**config.mk**
```make
export PLATFORM = sky130hd
export DESIGN_NAME = acc_cpu_core
export DESIGN_NICKNAME = d
export VERILOG_FILES = /design/src/rtl/acc_cpu_core.sv
export SDC_FILE = /design/constraint.sdc
export NUM_CORES = 1
export LEC_CHECK = 0
export CAP_MARGIN = 20
export CORE_ASPECT_RATIO = 0.75
export CORE_MARGIN = 4
export CORE_UTILIZATION = 60
export CTS_CLUSTER_SIZE = 24
export DETAILED_ROUTE_END_ITERATION = 10
export PLACE_DENSITY = 0.78
export SLEW_MARGIN = 20
export SYNTH_ARGS = -nofsm -noshare
export SYNTH_HDL_FRONTEND = slang
export SYNTH_SLANG_ARGS = --single-unit
```
**constraint.sdc**
```tcl
create_clock -name clk -period 10.4 [get_ports clk]
set_input_delay 1.04 -clock clk [delete_from_list [all_inputs] [get_ports clk]]
set_output_delay 1.04 -clock clk [all_outputs]
set_load 0.05 [all_outputs]
```
**src/rtl/acc_cpu_core.sv**
```systemverilog
// Parametrised accumulator CPU core: one instruction per valid/ready handshake,
// executed through IDLE -> EXEC -> WB with carry/zero flags and a register file.
module acc_cpu_core #(
  parameter int DATA_W = 8,
  parameter int ADDR_W = 4
) (
  input  logic              clk,
  input  logic              rst,
  input  logic              instr_valid,
  output logic              instr_ready,
  input  logic [3:0]        opcode,
  input  logic [ADDR_W-1:0] addr,
  input  logic [DATA_W-1:0] imm,
  output logic [DATA_W-1:0] acc_out,
  output logic              flag_z,
  output logic              flag_c,
  output logic              done,
  output logic              err,
  output logic              busy
);

  localparam int unsigned DEPTH = 1 << ADDR_W;

  localparam logic [1:0] S_IDLE = 2'd0;
  localparam logic [1:0] S_EXEC = 2'd1;
  localparam logic [1:0] S_WB   = 2'd2;

  localparam logic [3:0] OP_ADD   = 4'h0;
  localparam logic [3:0] OP_SUB   = 4'h1;
  localparam logic [3:0] OP_STORE = 4'h2;
  localparam logic [3:0] OP_LOAD  = 4'h3;
  localparam logic [3:0] OP_ADDM  = 4'h4;
  localparam logic [3:0] OP_AND   = 4'h5;
  localparam logic [3:0] OP_OR    = 4'h6;
  localparam logic [3:0] OP_XOR   = 4'h7;
  localparam logic [3:0] OP_NOT   = 4'h8;
  localparam logic [3:0] OP_SHL   = 4'h9;
  localparam logic [3:0] OP_SHR   = 4'hA;
  localparam logic [3:0] OP_LDI   = 4'hB;
  localparam logic [3:0] OP_NOP   = 4'hF;

  logic [1:0]        state;
  logic [3:0]        op_q;
  logic [ADDR_W-1:0] addr_q;
  logic [DATA_W-1:0] imm_q;
  logic [DATA_W-1:0] m_q;
  logic [DATA_W-1:0] mem [DEPTH];

  logic [DATA_W-1:0] res;
  logic              res_c;
  logic              wr_acc;
  logic              illegal;
  logic [DATA_W:0]   add_r;
  logic [DATA_W:0]   sub_r;
  logic [DATA_W:0]   addm_r;

  assign instr_ready = (state == S_IDLE);
  assign busy        = (state != S_IDLE);

  // Extra MSB of each sum carries the carry-out / borrow.
  assign add_r  = {1'b0, acc_out} + {1'b0, imm_q};
  assign sub_r  = {1'b0, acc_out} - {1'b0, imm_q};
  assign addm_r = {1'b0, acc_out} + {1'b0, m_q};

  always_comb begin
    res     = acc_out;
    res_c   = flag_c;
    wr_acc  = 1'b0;
    illegal = 1'b0;
    case (op_q)
      OP_ADD:   begin res = add_r[DATA_W-1:0];  res_c = add_r[DATA_W];  wr_acc = 1'b1; end
      OP_SUB:   begin res = sub_r[DATA_W-1:0];  res_c = sub_r[DATA_W];  wr_acc = 1'b1; end
      OP_STORE: ;
      OP_LOAD:  begin res = m_q;                                         wr_acc = 1'b1; end
      OP_ADDM:  begin res = addm_r[DATA_W-1:0]; res_c = addm_r[DATA_W]; wr_acc = 1'b1; end
      OP_AND:   begin res = acc_out & imm_q;    res_c = 1'b0;            wr_acc = 1'b1; end
      OP_OR:    begin res = acc_out | imm_q;    res_c = 1'b0;            wr_acc = 1'b1; end
      OP_XOR:   begin res = acc_out ^ imm_q;    res_c = 1'b0;            wr_acc = 1'b1; end
      OP_NOT:   begin res = ~acc_out;           res_c = 1'b0;            wr_acc = 1'b1; end
      OP_SHL:   begin
        res    = {acc_out[DATA_W-2:0], 1'b0};
        res_c  = acc_out[DATA_W-1];
        wr_acc = 1'b1;
      end
      OP_SHR:   begin
        res    = {1'b0, acc_out[DATA_W-1:1]};
        res_c  = acc_out[0];
        wr_acc = 1'b1;
      end
      OP_LDI:   begin res = imm_q;                                       wr_acc = 1'b1; end
      OP_NOP:   ;
      default:  illegal = 1'b1;
    endcase
  end

  always_ff @(posedge clk or posedge rst) begin
    if (rst) begin
      state   <= S_IDLE;
      op_q    <= '0;
      addr_q  <= '0;
      imm_q   <= '0;
      m_q     <= '0;
      acc_out <= '0;
      flag_z  <= 1'b0;
      flag_c  <= 1'b0;
      done    <= 1'b0;
      err     <= 1'b0;
      for (int unsigned i = 0; i < DEPTH; i++) mem[i] <= '0;
    end else begin
      done <= 1'b0;
      err  <= 1'b0;
      case (state)
        S_IDLE: begin
          if (instr_valid) begin
            op_q   <= opcode;
            addr_q <= addr;
            imm_q  <= imm;
            state  <= S_EXEC;
          end
        end
        S_EXEC: begin
          m_q   <= mem[addr_q];
          state <= S_WB;
        end
        S_WB: begin
          if (wr_acc) begin
            acc_out <= res;
            flag_z  <= (res == '0);
            flag_c  <= res_c;
          end
          // Write lands before any following EXEC read, so STORE->LOAD sees the new value.
          if (op_q == OP_STORE) mem[addr_q] <= acc_out;
          done  <= 1'b1;
          err   <= illegal;
          state <= S_IDLE;
        end
        default: state <= S_IDLE;
      endcase
    end
  end

endmodule

```
## Word level (Yosys, flattened, before mapping)

Cells that the tools add are included.

| cells by class | value |
|---|---|
| add/sub/neg operators | 3 |
| $lt $le $gt $ge | 2 |
| eq/ne operators | 15 |
| mux-type cells | 14 |
| bitwise gates (word level) | 5 |
| reductions and logical operators | 13 |

Operators with widths:

| cell | count |
|---|---|
| 128-bit bitwise mux | 1 |
| 8-bit case mux with 11 select lines | 1 |
| 8-bit binary-select mux with 4-bit select | 1 |
| 8-bit demux with 4-bit select | 1 |
| 8-bit 2-to-1 mux | 3 |
| 4-bit equality test, second input constant | 5 |
| 8-bit by 8-bit adder with 9-bit output | 2 |
| 4-bit by 3-bit equality test with 1-bit output, second input constant | 4 |
| 13-bit OR reduction | 1 |
| 11-bit OR reduction | 1 |
| 8-bit by 8-bit subtractor with 9-bit output | 1 |
| 8-bit AND | 1 |
| 4-bit by 2-bit equality test with 1-bit output, second input constant | 2 |
| 8-bit zero test | 1 |
| 8-bit inverter | 1 |
| 8-bit OR | 1 |
| 8-bit bitwise XOR | 1 |
| 1-bit case mux with 6 select lines | 1 |
| 2-bit AND reduction | 3 |
| 6-bit nonzero test | 1 |
| 5-bit greater-or-equal comparator, second input constant | 1 |
| 5-bit by 1-bit < comparator with 1-bit output, second input constant | 1 |
| 4-bit inverter with 5-bit output | 1 |
| 4-bit by 1-bit equality test with 1-bit output, second input constant | 1 |
| other kinds (12) | 15 |

| storage, ports and cells | value |
|---|---|
| register bits | 166 |
| bits of input ports | 19 |
| output and inout port bits | 14 |

## Longest topological paths before layout

Gate-level depths: netlist of run 1.

| depth | value |
|---|---|
| depth after elaboration | 6 |
| gate-level depth with buffers | 11 |
| depth with buffers taken out | 10 |

## Least setup slack after synthesis of run 1

Ideal clock, no wire load.

| timing | value |
|---|---|
| kind | reg2reg |
| start | register acc_out[0] |
| end | register flag_z |
| arrival | 3190 ps |
| path slack | 7119 ps |
| cell stages (with the launch flop) | 12 |
| period minus slack after synthesis | 3281 ps |
| cell sequence | dfrtp_1 clkbuf_1 inv_1 ha_1 fa_1 nor2_1 o311a_1 mux2i_1 nand3_1 o32a_1 or4_1 o31ai_2 |

| between the ends | value |
|---|---|
| longest elaborated chain between the ends | 3 |
| elaborated cells on any way between the ends | 9 |
| those cells by class | add/sub: 3; mux: 1; bitwise: 4; reduce/logical: 1 |

RTL lines:

| element | line | text |
|---|---|---|
| start: declaration | 14 | `output logic [DATA_W-1:0] acc_out,` |
| start signal: assignment | 127 | `acc_out <= res;` |
| 8-bit by 8-bit adder with 9-bit output, or another cell as far along | 63 | `assign addm_r = {1'b0, acc_out} + {1'b0, m_q};` |
| 8-bit case mux with 11 select lines (*) | 70 | `case (op_q)` |
| 8-bit zero test (*) | 128 | `flag_z <= (res == '0);` |
| end signal: assignment | 128 |  |
| end: declaration | 15 | `output logic flag_z,` |

Mark *: on every way between the ends. The rest lies on a longest branch, timed or not.
A chain may end at the register's enable or synchronous reset.

## Worst setup path in the final report of run 1

| timing | value |
|---|---|
| start | register acc_out[1] |
| end | register flag_z |

Same word-level chain as after synthesis.

==> results.md, run 1 <==
- Clock-pin slew on the worst setup and hold paths: 0.07 ns
- Count of hold buffers inserted by post-cts repair: 0
- Number of nets produced by synthesis: 852
- Post-CTS setup buffer count: 0
- Share of async-settable or async-resettable flops after synthesis: 100%
- Synth Flop Type: sky130_fd_sc_hd__dfrtp_1
- Routed len/inst: 22.6 um
- Min-Delay Path Class: flop to flop
- Worst-Margin Slew: 1.06 ns
- Chip Width: 152 um
- Clock sink total: 166
- Critical Path RT: 10.73 ns
- Total of flip-flops plus latches after synthesis: 166
- Clock period minus worst slack: 3.77 ns
- Switching power summed over all nets: 956 uW
- Post-synth design cell area: 9340 um2
- Post-synthesis area per instance: 11.8 um2
- Fraction of the mapped netlist area in compound gates: 10.1%
- Layout cells sized above 1: 27.3%
- Overall global routing resource usage: 27.0%
- Clock share of power: 27.1%
- Post-detailed-placement half-perimeter wirelength: 15900 um
- Switch share: 39.5%
- Maximum number of pins on one net before global-route repair: 90
- Worst EP arrival: 4.10 ns
- Wire length of the first global-routing pass: 37100 um
- Final worst-path cycle share: 36.2%
- Max Freq: 265 MHz
- Finish-stage setup viols: 0
- Final weighted congestion in routability-driven placement: 0.895
- Number of hold violations in the final report: 0
- Kind of critical path: flop to flop
- Count of antenna-violating nets left after detailed routing: 0
- DR vias/cell: 6.53
- Row Count: 39
- Unrepaired setup endpoints after global routing: no
- Number of global-route vias before repair: 6746
- Portion of netlist area occupied by mux cells: 25.8%
- Worst ir drop on vdd: 0.000175 V
- Maximum fanout encountered on the critical timing path: 23
- Clk Latency, worst-skew pair: 0.43 ns
- Antenna violations before repair: 0
- Total inserted antenna cells: 0
- Relative slew slack: 29.4%
- Root Buffer: sky130_fd_sc_hd__clkbuf_16
- Power share of the combinational group: 36.9%
- Sequential Power Share: 35.9%
- Die ar.: 17600 um2
- Final Routed Wirelength: 22900 um
- Number of maximum-capacitance violations: 0
- Number of flops mapped to enable cells by yosys: 0
- Cell count after synthesis: 792
- CP Capture Type: flop
- Clock tree from TritonCTS: yes
- Sequential share of the synthesized area: 44.5%
- Result of the run: complete, no violations
- Total vias in the final route: 6596
- Post-synthesis xor/xnor area fraction: 0.938%
- Main combinational cell family by area after synthesis: multiplexers
- Number of input and output port buffers inserted: 32
- Relative area change from synthesis to final layout: 10.9%
- H-Tree Level Count: 4
- Pins Over Slew Limit: 0
- Count of unresolved DRC violations after routing: 0
- Buffer levels on the longest clock path: 2
- Starting DRC count in detailed routing: 606
- Leakage: 0.00471 uW
- Floorplan Core Area: 15200 um2
- Number of clock buffers inserted by TritonCTS: 17
- Simple-gate share of the synthesized area: 8.83%
- Startpoint class of the critical path: flop
- Filler cell count: 1114
- First-pass detailed-route iteration total: 6
- Setup Total Neg Slack: 0 ns
- Internal power summed over all cells: 1460 uW
- Initial standard-cell utilization of the core: 61.3%
- Gr ovfl total: 0
- Adder-cell share of the synthesized area: 5.73%
- Post-cts repair resize count: 0
- Ports: 33
- Y dimension of the die: 116 um
- Synth Warn #: 0
- Number of distinct library cells after synthesis: 66
- Worst clock skew on the final layout: 0.00888 ns
- Power density normalized to cell area: 233 nW/um2
- Total power draw: 2420 uW
- Fin nets: 852
-- power by group through the flow --
| stage | sequential [uW] | combinational [uW] | clock (uW) |
|---|---|---|---|
| detailed placement | 877 | 876 | 0 |
| global placement | 864 | 866 | 0 |
| floorplan | 840 | 668 | 0 |
| CTS | 865 | 881 | 663 |
| global route | 884 | 968 | 694 |
| finish | 869 | 893 | 656 |
-- sequential cells by signal, summed over array words and instances (netlist names) --
name	flops
done	1
state	2
op_q	4
mem	128
m_q	8
err	1
addr_q	4
imm_q	8
flag_z	1
flag_c	1
acc_out	8
-- worst paths after layout --
path | startpoint | end | slack, ns | depth (start not counted)
max reg2reg | acc_out[1] | flag_z | 6.63 | 9
max | acc_out[1] | flag_z | 6.63 | 9
min reg2reg | mem[24] | mem[24] | 0.49 | 2
min | mem[24] | mem[24] | 0.49 | 2
min in group asynchronous | rst | mem[55] | 1.11 | 2
max in group asynchronous | rst | mem[26] | 8.13 | 4
-- cells by family (layout without fill, tap and decap cells) --
group / Yosys count / count (layout)
compound gates: 141 / 141
xor+xnor: 10 / 10
fa+ha+maj: 41 / 41
simple gates: 167 / 167
mux: 175 / 175
buf+inv: 92 / 105
flops: 166 / 166
-- placed cells by master (no fill, tap or decap), types with 3 or more instances in the layout --
cell type / n
sky130_fd_sc_hd__dfrtp_1: 165
sky130_fd_sc_hd__mux2_2: 129
sky130_fd_sc_hd__nand2_1: 54
sky130_fd_sc_hd__o21ai_0: 50
sky130_fd_sc_hd__mux4_2: 40
sky130_fd_sc_hd__ha_1: 38
sky130_fd_sc_hd__inv_1: 33
sky130_fd_sc_hd__nor2_1: 33
sky130_fd_sc_hd__clkdlybuf4s50_1: 32
sky130_fd_sc_hd__a21oi_1: 25
sky130_fd_sc_hd__nand2b_1: 17
sky130_fd_sc_hd__clkbuf_16: 17
sky130_fd_sc_hd__nand3_1: 12
sky130_fd_sc_hd__nor3_1: 12
sky130_fd_sc_hd__nor2b_1: 9
sky130_fd_sc_hd__xor2_1: 6
sky130_fd_sc_hd__mux2i_1: 6
sky130_fd_sc_hd__o22ai_1: 6
sky130_fd_sc_hd__buf_4: 6
sky130_fd_sc_hd__clkinvlp_4: 5
sky130_fd_sc_hd__a222oi_1: 4
sky130_fd_sc_hd__a21o_1: 4
sky130_fd_sc_hd__nand4_1: 4
sky130_fd_sc_hd__xnor2_1: 4
sky130_fd_sc_hd__and3_1: 4
sky130_fd_sc_hd__o21a_1: 4
sky130_fd_sc_hd__a221oi_1: 4
sky130_fd_sc_hd__nand3b_1: 3
sky130_fd_sc_hd__a311oi_1: 3
sky130_fd_sc_hd__o21bai_1: 3
sky130_fd_sc_hd__a31oi_1: 3
sky130_fd_sc_hd__or3_1: 3
sky130_fd_sc_hd__nor3_2: 3
sky130_fd_sc_hd__fa_1: 3
sky130_fd_sc_hd__bufinv_16: 3
-- layout make-up --
type | instances | area, um2 | area share (%)
Tap cell | 205 | 256 | 2.48
Inverter | 34 | 133 | 1.28
Multi-Input combinational cell | 534 | 4810 | 46.4
Sequential cell | 166 | 4160 | 40.1
Clock inverter | 14 | 175 | 1.69
Timing Repair Buffer | 39 | 393 | 3.79
Clock buffer | 18 | 439 | 4.24
-- cell usage after synthesis (3+ instances only) --
library cell | instances | area share [%]
sky130_fd_sc_hd__mux4_2 | 40 | 9.6
sky130_fd_sc_hd__nand2_1 | 54 | 2.2
sky130_fd_sc_hd__a222oi_1 | 4 | 0.43
sky130_fd_sc_hd__a21oi_1 | 25 | 1.3
sky130_fd_sc_hd__nor3_2 | 3 | 0.32
sky130_fd_sc_hd__nor3_1 | 12 | 0.64
sky130_fd_sc_hd__o21bai_1 | 3 | 0.24
sky130_fd_sc_hd__mux2i_1 | 6 | 0.64
sky130_fd_sc_hd__nor2_1 | 33 | 1.3
sky130_fd_sc_hd__xnor2_1 | 4 | 0.38
sky130_fd_sc_hd__dfrtp_1 | 166 | 44
sky130_fd_sc_hd__nand3b_1 | 3 | 0.24
sky130_fd_sc_hd__nand3_1 | 12 | 0.64
sky130_fd_sc_hd__ha_1 | 38 | 5.1
sky130_fd_sc_hd__xor2_1 | 6 | 0.56
sky130_fd_sc_hd__nand2b_1 | 17 | 1.1
sky130_fd_sc_hd__a311oi_1 | 3 | 0.28
sky130_fd_sc_hd__buf_2 | 12 | 0.64
sky130_fd_sc_hd__a21o_1 | 4 | 0.32
sky130_fd_sc_hd__a221oi_1 | 4 | 0.38
sky130_fd_sc_hd__a31oi_1 | 3 | 0.20
sky130_fd_sc_hd__nand4_1 | 4 | 0.27
sky130_fd_sc_hd__inv_1 | 34 | 1.4
sky130_fd_sc_hd__and3_1 | 4 | 0.27
sky130_fd_sc_hd__mux2_2 | 129 | 16
sky130_fd_sc_hd__o21ai_0 | 50 | 2.7
sky130_fd_sc_hd__fa_1 | 3 | 0.64
sky130_fd_sc_hd__clkbuf_1 | 37 | 1.5
sky130_fd_sc_hd__or3_1 | 3 | 0.20
sky130_fd_sc_hd__o22ai_1 | 6 | 0.40
sky130_fd_sc_hd__o21a_1 | 4 | 0.32
sky130_fd_sc_hd__buf_4 | 4 | 0.32
sky130_fd_sc_hd__nor2b_1 | 9 | 0.60
sky130_fd_sc_hd__buf_1 | 5 | 0.20
-- metrics by stage --
step	cells	util (%)	hold slack, ns	worst slack [ns]	cell area (um2)
finish	1010	68.0	0.489	6.63	10400
global route	1010	68.0	0.509	6.44	10400
CTS	1009	67.9	0.489	6.70	10300
detailed placement	977	63.8	0.475	6.70	9720
global placement	977	63.8	0.464	6.93	9720
floorplan	792	-	0.445	4.87	9340
-- per-layer routing --
| layer | track usage, % | vias up | routed length, um | part of all wire [%] |
|---|---|---|---|---|
| li1 | - | 2892 | - | - |
| met1 | 40.2 | 3429 | 10800 | 47 |
| met2 | 41.3 | 249 | 10300 | 45 |
| met3 | 5.52 | 26 | 1560 | 6.8 |
| met4 | 6.77 | 0 | 221 | 0.97 |
| met5 | 0 | - | 0 | 0 |
-- critical path, cell delays in order (launching register included) --
cell and delay [ns]:
sky130_fd_sc_hd__dfrtp_1 0.82, sky130_fd_sc_hd__inv_1 0.36, sky130_fd_sc_hd__fa_1 0.54, sky130_fd_sc_hd__nand2b_1 0.17, sky130_fd_sc_hd__a21oi_1 0.28, sky130_fd_sc_hd__nand2_1 0.15, sky130_fd_sc_hd__mux2_2 0.29, sky130_fd_sc_hd__o32a_1 0.36
sky130_fd_sc_hd__or4_1 0.51, sky130_fd_sc_hd__o31ai_2 0.20
Note: power is estimated with default switching activity, not from simulation.
==> run 2: changes to the inputs <==
- CORE_UTILIZATION: 60 -> 56
- PLACE_DENSITY: 0.78 -> 0.77
- clock period: 10.4 -> 3.4 ns (I/O delays scaled with it)
==> results.md, run 2 (same netlist as run 1, synthesis figures left out) <==
- Relative slew slack: 30.0%
- Buffer levels on the longest clock path: 2
- Setup crit start: acc_out[0]
- Final weighted congestion in routability-driven placement: 0.941
- Initial standard-cell utilization of the core: 57.8%
- Leakage: 0.00494 uW
- Cell family with the largest share of critical-path delay: simple AND/OR/NAND/NOR gates
- Y dimension of the die: 120 um
- Layout cells sized above 1: 31.1%
- First-pass detailed-route iteration total: 5
- Final cell count without fillers: 1057
- Wire length of the first global-routing pass: 39300 um
- Endpoint of the lowest-slack register-to-register path: flag_z
- Commonest non-fill, non-tap cell in the layout: sky130_fd_sc_hd__dfrtp_1
- Placement-stage worst setup slack: 0.165 ns
- Clock sink total: 166
- Total vias in the final route: 6733
- Chip Width: 157 um
- Placed instance count: 1025
- Worst EP arrival: 3.51 ns
- Clock tree from TritonCTS: yes
- Kind of critical path: flop to flop
- Logic depth of the worst setup path including buffers: 10
- Power share of the combinational group: 41.2%
- Clk Latency, worst-skew pair: 0.43 ns
- Routed len/inst: 23.2 um
- Internal power summed over all cells: 4580 uW
- Startpoint class of the critical path: flop
- Count of antenna-violating nets left after detailed routing: 0
- Setup slack of the most critical reg-to-reg path: 0.23 ns
- Root Buffer: sky130_fd_sc_hd__clkbuf_16
- Worst-Margin Slew: 1.05 ns
- Max Freq: 315 MHz
- Unrepaired setup endpoints after global routing: no
- Number of hold violations in the final report: 0
- Number of maximum-capacitance violations: 0
- Post-detailed-placement half-perimeter wirelength: 17400 um
- Post-cts repair resize count: 0
- DR vias/cell: 6.37
- Filler cell count: 1210
- Starting DRC count in detailed routing: 543
- Number of clock buffers inserted by TritonCTS: 17
- Worst Reg2Reg Path Length in Cells: 10
- Total inserted antenna cells: 0
- Clock share of power: 26.3%
- Finish-stage setup viols: 0
- Number of global-route vias before repair: 6929
- Count of hold buffers inserted by post-cts repair: 0
- Clock period minus worst slack: 3.17 ns
- H-Tree Level Count: 4
- Maximum number of pins on one net before global-route repair: 42
- Fin nets: 894
- Setup slack after layout: 0.229 ns
- Power density normalized to cell area: 711 nW/um2
- Maximum fanout encountered on the critical timing path: 11
- Worst clock skew on the final layout: 0.0142 ns
- Clock-pin slew on the worst setup and hold paths: 0.07 ns
- Min-Delay Path Class: input port to async pin
- Die ar.: 18800 um2
- Hold Slack: 0.301 ns
- Post-CTS setup buffer count: 0
- Ports: 33
- Final Routed Wirelength: 24500 um
- Number of flip-flops under the largest register name: 128
- Floorplan Core Area: 16200 um2
- Reg with most FFs: mem
- Pins Over Slew Limit: 0
- Most frequent cells in the layout: sky130_fd_sc_hd__dfrtp_1 (164), sky130_fd_sc_hd__mux2_2 (129), sky130_fd_sc_hd__nand2_1 (54)
- R2r startpoint: acc_out[0]
- Worst path cell trace: ha_1 -> inv_1 -> fa_1 -> nand2b_1 -> a21oi_1 -> nand2_1 -> mux2_2 -> o32a_1 -> or4_1 -> o31ai_2
- Result of the run: complete, no violations
- Critical path destination: flag_z
- Relative area change from synthesis to final layout: 14.8%
- Critical Path RT: 3.74 ns
- Number of input and output port buffers inserted: 32
- Final worst-path cycle share: 93.3%
- Row Count: 40
- Number of buffers and inverters on the critical path: 1
- Switch share: 39.9%
- Overall global routing resource usage: 27.2%
- Sequential Power Share: 32.5%
- Gr ovfl total: 0
- Count of unresolved DRC violations after routing: 0
- Setup Total Neg Slack: 0 ns
- Switching power summed over all nets: 3040 uW
- Maximum cell stage delay along the critical path: 0.51 ns
- Antenna violations before repair: 0
- CP Capture Type: flop
- Worst ir drop on vdd: 0.000598 V
- Worst-path cell with the longest stage delay: sky130_fd_sc_hd__or4_1
run 2: cell types whose count changed in the layout (fill, tap and decap cells not counted), sizes merged:
| cell | change |
|---|---|
| buf | +42 |
| bufinv | -1 |
| clkbuf | +1 |
| clkinv | -1 |
| clkinvlp | -2 |
| inv | +3 |
run 2: power groups by stage:
stage	Sequential, uW	Combinational (uW)	Clock, uW
global placement	2490	3030	0
detailed placement	2510	3060	0
finish	2480	3140	2010
floorplan	2570	2040	0
CTS	2480	3090	2030
global route	2520	3380	2120
run 2: layer usage:
layer  vias up  part of all wire (%)  global-route usage (%)
met5         -                     0                       0
met3        22                   7.6                    6.16
met2       258                    46                    40.3
met1      3477                    46                    41.3
li1       2976                     -                       -
met4         0                   1.0                    6.45
run 2: cell type report:
type | instances | area [um2] | area share (%)
flip-flops and latches | 166 | 4160 | 38.8
clock buffers | 19 | 453 | 4.22
well taps | 210 | 263 | 2.45
clock inverters | 13 | 161 | 1.51
inverters | 34 | 131 | 1.23
repair buffers | 81 | 751 | 7.00
multi-input cells | 534 | 4810 | 44.8
run 2: worst register-to-register path, stage by stage, from the launching register on:
cell and delay (ns):
sky130_fd_sc_hd__dfrtp_2 0.47, sky130_fd_sc_hd__ha_1 0.23, sky130_fd_sc_hd__inv_1 0.06, sky130_fd_sc_hd__fa_1 0.41, sky130_fd_sc_hd__nand2b_1 0.17, sky130_fd_sc_hd__a21oi_1 0.27
sky130_fd_sc_hd__nand2_1 0.14, sky130_fd_sc_hd__mux2_2 0.30, sky130_fd_sc_hd__o32a_1 0.36, sky130_fd_sc_hd__or4_1 0.51, sky130_fd_sc_hd__o31ai_2 0.18
run 2: through the flow:
step / utilization [%] / total power (uW) / instance area, um2
2_1_floorplan: - / 4610 / 9340
3_3_place_gp: 62.5 / 5510 / 10100
3_5_place_dp: 62.5 / 5570 / 10100
4_1_cts: 66.3 / 7600 / 10700
5_1_grt: 66.3 / 8020 / 10700
6_report: 66.3 / 7620 / 10700
run 2: worst min path at each step:
stage	cells past startpoint	endpoint
global route	2	mem[69]
detailed placement	2	mem[122]
finish	2	mem[69]
CTS	2	mem[69]
floorplan	2	mem[120]
global placement	2	mem[125]
==> run 3: changes to the inputs <==
- CELL_PAD_IN_SITES_DETAIL_PLACEMENT: default -> 1
- CELL_PAD_IN_SITES_GLOBAL_PLACEMENT: default -> 1
- CORE_UTILIZATION: 56 -> 46
- PLACE_DENSITY: 0.77 -> 0.86
==> results.md, run 3 (same netlist as run 1, synthesis figures left out) <==
- Result of the run: complete, no violations
- Buffer levels on the longest clock path: 2
- Final Routed Wirelength: 27300 um
- Pins Over Slew Limit: 0
- Placement-stage worst setup slack: 0.278 ns
- Antenna violations before repair: 0
- Overall global routing resource usage: 24.7%
- Number of global-route vias before repair: 7641
- Count of hold buffers inserted by post-cts repair: 0
- Total vias in the final route: 6848
- Fin nets: 892
- Max Freq: 314 MHz
- Number of hold violations in the final report: 0
- Maximum cell stage delay along the critical path: 0.49 ns
- Wire length of the first global-routing pass: 44400 um
- Ports: 33
- Layout cells sized above 1: 30.8%
- Post-CTS setup buffer count: 0
- Clk Latency, worst-skew pair: 0.43 ns
- Unrepaired setup endpoints after global routing: no
- Die ar.: 22700 um2
- Worst ir drop on vdd: 0.000466 V
- Leakage: 0.00491 uW
- Worst clock skew on the final layout: 0.0109 ns
- Relative slew slack: 25.0%
- Row Count: 44
- Post-detailed-placement half-perimeter wirelength: 18600 um
- Post-cts repair resize count: 0
- Maximum number of pins on one net before global-route repair: 60
- Number of buffers and inverters on the critical path: 1
- Placed instance count: 1066
- Worst EP arrival: 3.53 ns
- Critical Path RT: 3.74 ns
- Clock share of power: 25.8%
- Final weighted congestion in routability-driven placement: 0.944
- Number of maximum-capacitance violations: 0
- Y dimension of the die: 131 um
- Power share of the combinational group: 42.3%
- Power density normalized to cell area: 716 nW/um2
- CP Capture Type: flop
- Total power draw: 7690 uW
- Setup Total Neg Slack: 0 ns
- Clock tree from TritonCTS: yes
- Starting DRC count in detailed routing: 677
- Worst path cell trace: ha_1 -> inv_1 -> fa_1 -> nand2b_1 -> a21oi_1 -> nand2_1 -> mux2_2 -> o32a_1 -> or4_1 -> o31ai_2
- Floorplan Core Area: 19700 um2
- Min-Delay Path Class: input port to async pin
- Number of clock buffers inserted by TritonCTS: 17
- Clock period minus worst slack: 3.18 ns
- Number of input and output port buffers inserted: 32
- Final cell count without fillers: 1098
- Finish-stage setup viols: 0
- Number of flip-flops under the largest register name: 128
- Setup slack after layout: 0.215 ns
- Startpoint class of the critical path: flop
- Reg with most FFs: mem
- Switch share: 40.9%
- Worst-path cell with the longest stage delay: sky130_fd_sc_hd__dfrtp_1
- Total inserted antenna cells: 0
- H-Tree Level Count: 4
- Utilization after layout: 54.7%
- Sequential Power Share: 31.9%
- Worst-Margin Slew: 1.12 ns
- Root Buffer: sky130_fd_sc_hd__clkbuf_16
- Relative area change from synthesis to final layout: 15.1%
- Clock sink total: 166
- Clock-pin slew on the worst setup and hold paths: 0.07 ns
- Initial standard-cell utilization of the core: 47.5%
- Kind of critical path: flop to flop
- Filler cell count: 2000
- Gr ovfl total: 0
- Chip Width: 173 um
- Cell family with the largest share of critical-path delay: compound AO/OA/AOI/OAI gates
- Switching power summed over all nets: 3150 uW
- Routed len/inst: 24.9 um
- First-pass detailed-route iteration total: 7
- Maximum fanout encountered on the critical timing path: 7
- Count of antenna-violating nets left after detailed routing: 0
- DR vias/cell: 6.24
- Internal power summed over all cells: 4540 uW
- Final worst-path cycle share: 93.7%
- Count of unresolved DRC violations after routing: 0
- Most frequent cells in the layout: sky130_fd_sc_hd__dfrtp_1 (165), sky130_fd_sc_hd__mux2_2 (129), sky130_fd_sc_hd__nand2_1 (54)
- Commonest non-fill, non-tap cell in the layout: sky130_fd_sc_hd__dfrtp_1
-- run 3: power by group through the flow --
stage / clock, uW / combinational [uW] / sequential [uW]
floorplan: 0 / 2040 / 2570
CTS: 2010 / 3200 / 2450
finish: 1980 / 3250 / 2450
global route: 2110 / 3510 / 2490
global placement: 0 / 3050 / 2450
detailed placement: 0 / 3160 / 2480
-- run 3: path summary, 6_finish.rpt --
| check | from | to | slack, ns | depth (start not counted) |
|---|---|---|---|---|
| min | rst | mem[48] | 0.40 | 2 |
| min reg2reg | mem[30] | mem[30] | 0.50 | 2 |
| min in group clk | imm[5] | imm_q[5] | 0.47 | 3 |
| max in group asynchronous | rst | mem[31] | 2.24 | 3 |
| max | acc_out[0] | flag_z | 0.22 | 10 |
| max reg2reg | acc_out[0] | flag_z | 0.22 | 10 |
-- run 3: area by class of cell --
type	instances	area [um2]	area share, %
Inverter	34	131	1.22
Clock buffer	17	425	3.96
Timing Repair Buffer	79	736	6.85
Multi-Input combinational cell	534	4810	44.8
Tap cell	253	317	2.95
Sequential cell	166	4160	38.7
Clock inverter	15	171	1.60
-- run 3: stage by stage --
step | hold WS [ns] | instance area, um2
2_1_floorplan | 0.445 | 9340
3_3_place_gp | 0.461 | 10100
3_5_place_dp | 0.478 | 10100
4_1_cts | 0.410 | 10700
5_1_grt | 0.451 | 10700
6_report | 0.402 | 10700
-- run 3: metal layers --
| layer | up-vias | GRT usage (%) | wire length, um |
|---|---|---|---|
| li1 | 2972 | - | - |
| met3 | 40 | 4.80 | 1680 |
| met4 | 0 | 7.31 | 372 |
| met1 | 3591 | 34.8 | 12300 |
| met2 | 245 | 39.2 | 13000 |
| met5 | - | 0 | 0 |
-- run 3: worst reg2reg max path: cells and delay by family (launching register included) --
kind            cells  cell delay (ns)
compound gates      3             0.80
fa+ha+maj           2             0.66
buf+inv             1             0.07
flops               1             0.49
mux                 1             0.29
simple gates        3             0.79
